<file path="src/rtl/matrix_key_scanner.sv">
// matrix_key_scanner: row-scanned key matrix with per-key debounce and an
// event queue of key press/release reports.
// Optional feature macro KEY_EVENT_QUEUE_EN: when defined the event queue is a
// 4-entry FIFO, otherwise it is a single holding register.
module matrix_key_scanner #(
   parameter int ROWS     = 4,
   parameter int COLS     = 6,
   parameter int DIV      = 16,
   parameter int DEBOUNCE = 4,
   localparam int N       = ROWS * COLS,
   localparam int CW      = (N > 1) ? $clog2(N) : 1
) (
   input  logic            Clk,
   input  logic            Reset,
   output logic [ROWS-1:0] keyrow,
   input  logic [COLS-1:0] keycol,
   output logic [N-1:0]    button,
   output logic            event_valid,
   input  logic            event_ready,
   output logic [CW-1:0]   event_code,
   output logic            event_press,
   output logic            overflow,
   input  logic            overflow_clr
);

   localparam int RW = $clog2(ROWS);
   localparam int KW = (COLS > 1) ? $clog2(COLS) : 1;
`ifdef KEY_EVENT_QUEUE_EN
   localparam int QD = 4;
`else
   localparam int QD = 1;
`endif
   localparam int PW = (QD > 1) ? $clog2(QD) : 1;

   localparam logic [1:0] ST_SETTLE  = 2'd0;
   localparam logic [1:0] ST_EVAL    = 2'd1;
   localparam logic [1:0] ST_ADVANCE = 2'd2;

   logic [1:0]      state_r;
   logic [15:0]     div_r;
   logic [RW-1:0]   row_r;
   logic [KW-1:0]   col_r;
   logic [ROWS-1:0] keyrow_r;
   logic [COLS-1:0] sample_r;
   logic [N-1:0]    button_r;
   logic [3:0]      cnt_r [N];
   logic [CW-1:0]   q_code_r [QD];
   logic            q_press_r [QD];
   logic [PW-1:0]   wr_ptr_r;
   logic [PW-1:0]   rd_ptr_r;
   logic [2:0]      count_r;
   logic            overflow_r;

   logic [CW-1:0]   key_s;
   logic            sample_bit_s;
   logic            cur_s;
   logic [3:0]      cnt_inc_s;
   logic            differ_s;
   logic            flip_s;
   logic            pop_s;
   logic            full_s;
   logic            drop_s;
   logic            push_s;

   // Wrapping increment for queue pointers.
   function automatic logic [PW-1:0] ptr_next(input logic [PW-1:0] p);
      if (p == PW'(QD - 1)) begin
         return '0;
      end else begin
         return p + PW'(1);
      end
   endfunction

   // Key under evaluation, debounce decision and queue push/pop/drop control.
   always_comb begin
      key_s        = CW'(int'(row_r) * COLS + int'(col_r));
      sample_bit_s = sample_r[col_r];
      cur_s        = button_r[key_s];
      cnt_inc_s    = cnt_r[key_s] + 4'd1;
      differ_s     = (state_r == ST_EVAL) && (sample_bit_s != cur_s);
      flip_s       = differ_s && (cnt_inc_s == 4'(DEBOUNCE));
      pop_s        = (count_r != 3'd0) && event_ready;
      full_s       = (count_r == 3'(QD));
      drop_s       = flip_s && full_s && !pop_s;
      push_s       = flip_s && !drop_s;
   end

   // Scan sequencer: settle the driven row, latch columns, walk the columns, advance row.
   always_ff @(posedge Clk) begin
      if (Reset) begin
         state_r  <= ST_SETTLE;
         div_r    <= 16'd0;
         row_r    <= '0;
         col_r    <= '0;
         keyrow_r <= ROWS'(1);
         sample_r <= '0;
      end else begin
         case (state_r)
            ST_SETTLE: begin
               if (div_r == 16'(DIV - 1)) begin
                  sample_r <= keycol;
                  col_r    <= '0;
                  div_r    <= 16'd0;
                  state_r  <= ST_EVAL;
               end else begin
                  div_r <= div_r + 16'd1;
               end
            end
            ST_EVAL: begin
               if (col_r == KW'(COLS - 1)) begin
                  state_r <= ST_ADVANCE;
               end else begin
                  col_r <= col_r + KW'(1);
               end
            end
            ST_ADVANCE: begin
               row_r    <= (row_r == RW'(ROWS - 1)) ? '0 : row_r + RW'(1);
               keyrow_r <= {keyrow_r[ROWS-2:0], keyrow_r[ROWS-1]};
               div_r    <= 16'd0;
               state_r  <= ST_SETTLE;
            end
            default: begin
               state_r <= ST_SETTLE;
            end
         endcase
      end
   end

   // Per-key debounce counters and debounced key levels.
   always_ff @(posedge Clk) begin
      if (Reset) begin
         button_r <= '0;
         for (int i = 0; i < N; i++) begin
            cnt_r[i] <= 4'd0;
         end
      end else if (state_r == ST_EVAL) begin
         if (!differ_s) begin
            cnt_r[key_s] <= 4'd0;
         end else if (flip_s) begin
            cnt_r[key_s]    <= 4'd0;
            button_r[key_s] <= ~cur_s;
         end else begin
            cnt_r[key_s] <= cnt_inc_s;
         end
      end
   end

   // Event queue storage, occupancy and sticky overflow flag.
   always_ff @(posedge Clk) begin
      if (Reset) begin
         wr_ptr_r   <= '0;
         rd_ptr_r   <= '0;
         count_r    <= 3'd0;
         overflow_r <= 1'b0;
         for (int i = 0; i < QD; i++) begin
            q_code_r[i]  <= '0;
            q_press_r[i] <= 1'b0;
         end
      end else begin
         if (push_s) begin
            q_code_r[wr_ptr_r]  <= key_s;
            q_press_r[wr_ptr_r] <= ~cur_s;
            wr_ptr_r            <= ptr_next(wr_ptr_r);
         end
         if (pop_s) begin
            rd_ptr_r <= ptr_next(rd_ptr_r);
         end
         case ({push_s, pop_s})
            2'b10:   count_r <= count_r + 3'd1;
            2'b01:   count_r <= count_r - 3'd1;
            default: count_r <= count_r;
         endcase
         if (drop_s) begin
            overflow_r <= 1'b1;
         end else if (overflow_clr) begin
            overflow_r <= 1'b0;
         end
      end
   end

   assign keyrow      = keyrow_r;
   assign button      = button_r;
   assign event_valid = (count_r != 3'd0);
   assign event_code  = q_code_r[rd_ptr_r];
   assign event_press = q_press_r[rd_ptr_r];
   assign overflow    = overflow_r;

endmodule
</file>
<file path="config.mk">
export PLATFORM = sky130hd
export DESIGN_NAME = matrix_key_scanner
export DESIGN_NICKNAME = d
export VERILOG_FILES = /design/src/rtl/matrix_key_scanner.sv
export SDC_FILE = /design/constraint.sdc
export NUM_CORES = 1
export LEC_CHECK = 0
export CAP_MARGIN = 30
export CORE_ASPECT_RATIO = 0.9
export CORE_MARGIN = 2
export CORE_UTILIZATION = 50
export CTS_CLUSTER_SIZE = 14
export DETAILED_ROUTE_END_ITERATION = 10
export PLACE_DENSITY_LB_ADDON = 0.08
export SLEW_MARGIN = 0
export SYNTH_ARGS = -nofsm -noshare
export SYNTH_HDL_FRONTEND = slang
export SYNTH_SLANG_ARGS = --single-unit
export TNS_END_PERCENT = 5
</file>
<file path="constraint.sdc">
create_clock -name Clk -period 4.65 [get_ports Clk]
set_input_delay 0.93 -clock Clk [delete_from_list [all_inputs] [get_ports Clk]]
set_output_delay 0.93 -clock Clk [all_outputs]
set_load 0.01 [all_outputs]
</file>
Yosys cells after proc, flatten, opt, wreduce, memory -nomap -nowiden

Memory sizes are Yosys's and may differ from the RTL's.
Index checks and enable logic that the tools add are counted.

Add/sub/neg operators: 7
Multipliers: 1
Order comparisons: 3
Equal/unequal tests: 13
Multiplexer cells: 47
Bitwise logic cells: 3
Reductions and logical operators: 22

Operator list:

| cell                                                               | number |
|---|---|
| case mux 16 bit (2 select lines)                                   | 1 |
| 2-to-1 mux 1 bit                                                   | 28 |
| bitwise mux 24 bit                                                 | 1 |
| adder 16 x 1 -> 16 bit (second input constant)                     | 1 |
| == test 16 x 4 -> 1 bit (second input constant)                    | 1 |
| 2-to-1 mux 16 bit                                                  | 1 |
| 2-to-1 mux 4 bit                                                   | 3 |
| case mux 3 bit (2 select lines)                                    | 2 |
| 2-to-1 mux 5 bit                                                   | 2 |
| nonzero test 2 bit                                                 | 4 |
| logical AND 1 bit                                                  | 7 |
| adder 3 x 1 -> 3 bit (second input constant)                       | 2 |
| == test 2 bit (second input constant)                              | 3 |
| < comparator 5 x 6 -> 1 bit (second input constant)                | 1 |
| 2-to-1 mux 2 bit                                                   | 3 |
| 2-to-1 mux 3 bit                                                   | 2 |
| != test 2 bit (second input constant)                              | 3 |
| AND reduction 3 bit                                                | 2 |
| adder 5 x 3 -> 5 bit                                               | 1 |
| binary-select mux 1 bit (select 5 bit)                             | 1 |
| demux 1 bit (select 5 bit)                                         | 1 |
| greater-or-equal comparator 5 x 1 -> 1 bit (second input constant) | 1 |
| OR reduction 5 bit                                                 | 1 |
| adder 4 x 1 -> 4 bit (second input constant)                       | 1 |
| other kinds (19)                                                   | 23 |

Register bits: 61
Memory bits (writable): 102
Bits of input ports: 10
Memories: 3

Memories:

| memory    | depth | bits a word | rd ports | clocked after Yosys merged registers in | write ports | line | RTL |
|---|---|---|---|---|---|---|---|
| cnt_r     | 24    | 4           | 1        | 0                                       | 24          | 46   | `logic [3:0] cnt_r [N];` |
| q_code_r  | 1     | 5           | 1        | 0                                       | 1           | 47   | `logic [CW-1:0] q_code_r [QD];` |
| q_press_r | 1     | 1           | 1        | 0                                       | 1           | 48   | `logic q_press_r [QD];` |

Depth between registers and ports, before layout

Depth after elaboration: 16
Depth in mapped cells: 21
Depth with buffers taken out: 20

Least setup slack after synthesis

Ideal clock, no wire load.

Path type: reg-to-reg
Start point: reg row_r[0]
End point: reg count_r[2]
Library setup time: 71 ps
Data arrival time: 4482 ps
Path slack: 97 ps
Stages on the path, launching flop included: 21
Buffers on the path: 3
Clock period less this slack: 4553 ps
Cells stage by stage: dfxtp_1 -> inv_1 -> ha_1 -> fa_1 -> buf_2 -> buf_4 -> nand2_1 -> a211oi_1 -> o32ai_1 -> nand4_1 -> inv_1 -> ha_1 -> inv_1 -> nor3_1 -> nand3_1 -> o22ai_4 -> buf_6 -> nand3_1 -> ha_1 -> or3_1 -> a21oi_1

Word-level cells in the longest chain between the ends: 13

Ends and longest elaborated chain:

| what                                                                         | line | RTL |
|---|---|---|
| start: declaration                                                           | 41   | `logic [RW-1:0] row_r;` |
| start signal: assignment                                                     | 117  | `row_r <= (row_r == RW'(ROWS - 1)) ? '0 : row_r + RW'(1);` |
| multiplier 2 x 2 -> 4 bit *                                                  | 76   | `key_s = CW'(int'(row_r) * COLS + int'(col_r));` |
| adder 5 x 3 -> 5 bit *                                                       | 76   |  |
| branches (longest 4 deep; another with memory (24 x 4 bit))                  | n/a  |  |
| logical AND 1 bit *                                                          | 81   | `flip_s = differ_s && (cnt_inc_s == 4'(DEBOUNCE));` |
| logical AND 1 bit (2 in a row)                                               | 84   | `drop_s = flip_s && full_s && !pop_s;` |
| logical NOT 1 bit                                                            | 85   | `push_s = flip_s && !drop_s;` |
| logical AND 1 bit *                                                          | 85   |  |
| == test 2 x 1 -> 1 bit / == test 2 bit (equally long branches)               | 168  | `case ({push_s, pop_s})` |
| case mux 3 bit (2 select lines) / nonzero test 2 bit (equally long branches) | n/a  |  |
| end signal: assignment                                                       | 169  | `2'b10: count_r <= count_r + 3'd1;` |
| end signal: assignment                                                       | 170  | `2'b01: count_r <= count_r - 3'd1;` |
| end signal: assignment                                                       | 171  | `default: count_r <= count_r;` |
| end: declaration                                                             | 51   | `logic [2:0] count_r;` |

Every way passes the cells marked *. The select of a mux whose other input is x is not followed.
A chain may end at the register's enable or synchronous reset.

Final worst setup path

Ends and elaborated chain as after synthesis.

==> Flow_metrics.wiki <==
{| class="wikitable"
! Metric !! Value
|-
| Number of pins with negative max-slew slack in the final report || 0
|-
| Die H || 135.7 um
|-
| Slowest library cell on the worst path || fa_2
|-
| H-Tree Depth || 4
|-
| Worst stage delay on the critical path || 0.49 ns
|-
| Tightest slew margin relative to the limit || 36.84%
|-
| Largest net degree at the start of global routing || between 50 and 60
|-
| Setup Total Neg Slack || 0 ns
|-
| Sequential fraction of the synthesis area || 54.43%
|-
| EDFF count, synth || 134
|-
| Via count of the first global-routing pass || 6,930
|-
| IR Drop Worst-Case VDD || 204.6 uV
|-
| DRT Pass-1 Iters || 5
|-
| Share of synthesized registers carrying an async set or reset || 0%
|-
| Clock latency on the worst-skew pair || 0.45 ns
|-
| Detailed-route wire length per cell || 22.37 um
|-
| CTS clock-pin slew for the worst setup and hold paths || 0.07 ns
|-
| Net count of the mapped netlist || between 800 and 900
|-
| Worst Hold Margin || between 0.4 and 0.5 ns
|-
| Most frequently used flop master after synthesis || edfxtp_1
|-
| Total CTS buffers || 17
|-
| Synthesized cell area || 0.009637 mm2
|-
| Lkg Pwr || 3.846 nW
|-
| RSZ-0062 raised after global routing || false
|-
| Initial Utilization || between 50 and 60%
|-
| Clock root cell || clkbuf_16
|-
| Run status || finished, final reports clean
|-
| Startpoint type of the worst setup path || flop
|-
| Final wirelength || between 20 and 30 mm
|-
| Worst min path class || flop to flop
|-
| Data arrival time of the critical path || 4.75 ns
|-
| I/O Pins || 46
|-
| Share of final-layout standard cells stronger than drive strength 1 || 15.25%
|-
| Number of hold violations in the final report || 0
|-
| Area added between synthesis and finish || 14.80%
|-
| Number of DRC markers in iteration 0 || 648
|-
| Post-DR vias/cell || about 6.2
|-
| Antenna violations before repair || 0
|-
| # hold bufs at CTS || 0
|-
| Number of antenna-violating nets in the routed design || 0
|-
| RD Place Congestion || 0.8784
|-
| Clock Skew || 0.01681 ns
|-
| Mapped Cells || approximately 840
|-
| CP Buf/Inv Count || 5
|-
| Overall die area || 0.02040 mm2
|-
| Category of the worst setup path capture point || flop
|-
| Max-capacitance violation count || 0
|-
| Worst-Margin Slew || 0.9439 ns
|-
| Global-route congestion overflow total || 0
|-
| Most used cell along the critical path || inv_1
|-
| Time the worst path needs with I/O delays and setup || 4.382 ns
|-
| Wire length of the first global-routing pass || 39.87 mm
|-
| Aggregate global-route resource usage || approximately a quarter
|-
| Period Utilization, post-route || 94.23%
|-
| Required arrival time at the worst endpoint || around 5.0 ns
|-
| Number of standard-cell rows in the floorplan || 48
|-
| Number of inserted filler cells in the final layout || 1,556
|-
| Critical path, cell by cell || inv_1 > ha_1 > fa_2 > buf_2 > buf_4 > nand2_1 > a2bb2oi_1 > o22ai_1 > o21ai_1 > nand4_1 > inv_1 > ha_2 > inv_1 > nor3_2 > nand3_1 > o22ai_4 > nand3_1 > ha_4 > mux2i_1 > or3_1 > a21oi_1
|-
| Floorplan Core Area || 0.01904 mm2
|-
| Biggest fanout along the worst timing path || 6
|-
| Post-synthesis cell type count || 63
|-
| Largest delay contributor family on the critical path || adder cells
|-
| Final Net Count || 918
|-
| Peak clock frequency supported by timing || 228.2 MHz
|-
| Worst Setup Path Type || flop to flop
|-
| Die boundary width || 150.3 um
|-
| Number of remaining DRC errors || 0
|-
| Clock tree from TritonCTS || built
|-
| Syn Area/Cell || 11.46 um2
|-
| Antenna Diode Count || 0
|-
| Register bit total from synthesis || between 150 and 200
|-
| Maximum clock insertion buffer count || 2
|-
| Dpl hpwl || 17.98 mm
|-
| Clk sinks || between 150 and 200
|-
| Setup-failing EPs final || 0
|-
| Number of input and output port buffers inserted || 45
|-
| Detailed-route via count || 7,125
|-
| PD cells || 318.9 mW/mm2
|-
| Yosys synthesis warning count || 0
|}
-- path summary, 6_finish.rpt --
check	start	end	slack, ns	depth (start not counted)
worst max-delay path	row_r[0]$_SDFFE_PP0P_	count_r[2]$_SDFFE_PP0P_	0.27	21
worst min-delay path	keyrow[0]$_SDFFE_PP1P_	keyrow[1]$_SDFFE_PP0P_	0.49	2
worst max register to register	row_r[0]$_SDFFE_PP0P_	count_r[2]$_SDFFE_PP0P_	0.27	21
worst min register to register	keyrow[0]$_SDFFE_PP1P_	keyrow[1]$_SDFFE_PP0P_	0.49	2
-- worst register-to-register path: stages (launching register included) --
cell and delay [ns]:
dfxtp_2 0.38, inv_1 0.06, ha_1 0.34, fa_2 0.49
buf_2 0.19, buf_4 0.15, nand2_1 0.08, a2bb2oi_1 0.22
o22ai_1 0.10, o21ai_1 0.20, nand4_1 0.15, inv_1 0.12
ha_2 0.23, inv_1 0.07, nor3_2 0.18, nand3_1 0.14
o22ai_4 0.18, nand3_1 0.18, ha_4 0.23, mux2i_1 0.13
or3_1 0.32, a21oi_1 0.16
-- cell type report --
cell class | instances | area [um2] | area share (%)
Tap cell | 250 | 312.8 | 2.827
Sequential cell | 195 | 5248 | 47.43
Timing Repair Buffer | 84 | 835.8 | 7.555
Clock buffer | 18 | 450.4 | 4.071
Clock inverter | 14 | 150.1 | 1.357
Multi-Input combinational cell | 573 | 3988 | 36.04
Inverter | 21 | 78.83 | 0.7125
-- sequential cells by signal, summed over array words and instances, names as in the netlist --
| register | flops |
|---|---|
| count_r | 3 |
| row_r | 2 |
| button | 24 |
| overflow | 1 |
| cnt_r | 128 |
| q_code_r | 5 |
| col_r | 3 |
| q_press_r | 1 |
| div_r | 16 |
| sample_r | 6 |
| keyrow | 4 |
| state_r | 2 |
-- cells in the mapped netlist (4+ instances only) --
master / n / area, um2
a211oi_1: 23 / 172.7
a21oi_1: 24 / 120.1
a31oi_1: 23 / 143.9
and3_1: 12 / 75.07
buf_2: 12 / 60.06
buf_4: 6 / 45.04
buf_6: 11 / 123.9
clkbuf_1: 18 / 67.56
dfxtp_1: 61 / 1221
edfxtp_1: 134 / 4024
ha_1: 15 / 187.7
inv_1: 17 / 63.81
mux2_2: 7 / 78.83
mux2i_1: 20 / 200.2
mux4_1: 10 / 262.8
mux4_2: 23 / 518.0
nand2_1: 67 / 251.5
nand2b_1: 5 / 31.28
nand3_1: 16 / 80.08
nand3b_1: 13 / 97.59
nand4_1: 5 / 31.28
nor2_1: 138 / 518.0
nor2b_1: 5 / 31.28
nor3_1: 56 / 280.3
nor3b_1: 4 / 30.03
o21ai_0: 40 / 200.2
o21ai_1: 4 / 20.02
o22ai_1: 10 / 62.56
or2_2: 4 / 25.02
or3_1: 4 / 25.02
-- cell families after synthesis --
kind of cell | count (synthesis) | synth area share (%)
buffers and inverters | 73 | 4.544
XOR/XNOR | 6 | 0.5454
flip-flops | 195 | 54.43
AND/OR/NAND/NOR | 346 | 16.89
adder cells (fa/ha/maj) | 16 | 2.155
AO/OA/AOI/OAI | 142 | 9.738
multiplexers | 63 | 11.70
-- metrics by stage --
| stage | setup WS (ns) | total power [mW] | instances | utilization, % | cell area, um2 |
|---|---|---|---|---|---|
| 2_1_floorplan | 0.09750 | 2.013 | 841 | - | 9637 |
| 3_3_place_gp | 0.1525 | 2.059 | 1117 | 54.44 | 10360 |
| 3_5_place_dp | -0.02298 | 2.068 | 1117 | 54.44 | 10360 |
| 4_1_cts | 0.01402 | 3.538 | 1151 | 57.68 | 10980 |
| 5_1_grt | 0.01377 | 3.619 | 1155 | 58.11 | 11060 |
| 6_report | 0.2682 | 3.528 | 1155 | 58.11 | 11060 |
-- routing by layer --
metal	track usage, %	wire (um)
met1	37.67	11260
met2	40.73	12110
met3	4.040	1854
met4	10.27	609
met5	0	0
-- where the power goes --
group          switching (mW)  leakage, nW  internal, mW
Combinational          0.0820         1.64        0.0588
Sequential             0.0179         1.91          1.88
Clock                   0.738        0.296         0.752
Total                   0.838         3.85          2.69
-- what timing repair did --
item / 4_1_cts / 5_1_grt
pin swaps: 1 / 1
buffers inserted: 2 / 3
gates resized for setup: 0 / 7
endpoints found under the setup margin: 1 / 10
-- cell usage in the layout, fill, tap and decap left out, types with 5 or more instances in the layout --
cell type / n
inv_6: 5
mux2_2: 7
nor2_1: 138
o22ai_1: 10
edfxtp_1: 134
dfxtp_1: 59
nand3_1: 16
clkdlybuf4s50_1: 44
ha_1: 12
buf_4: 30
nor3_1: 55
nand4_1: 5
buf_12: 8
mux4_1: 10
nand2b_1: 5
a211oi_1: 23
clkbuf_16: 18
o21ai_1: 5
nand3b_1: 13
mux2i_1: 19
a31oi_1: 23
mux4_2: 23
inv_1: 17
nor2b_1: 5
and3_1: 12
nand2_1: 67
o21ai_0: 39
a21oi_1: 24
Power figures use the tool's default switching activity.
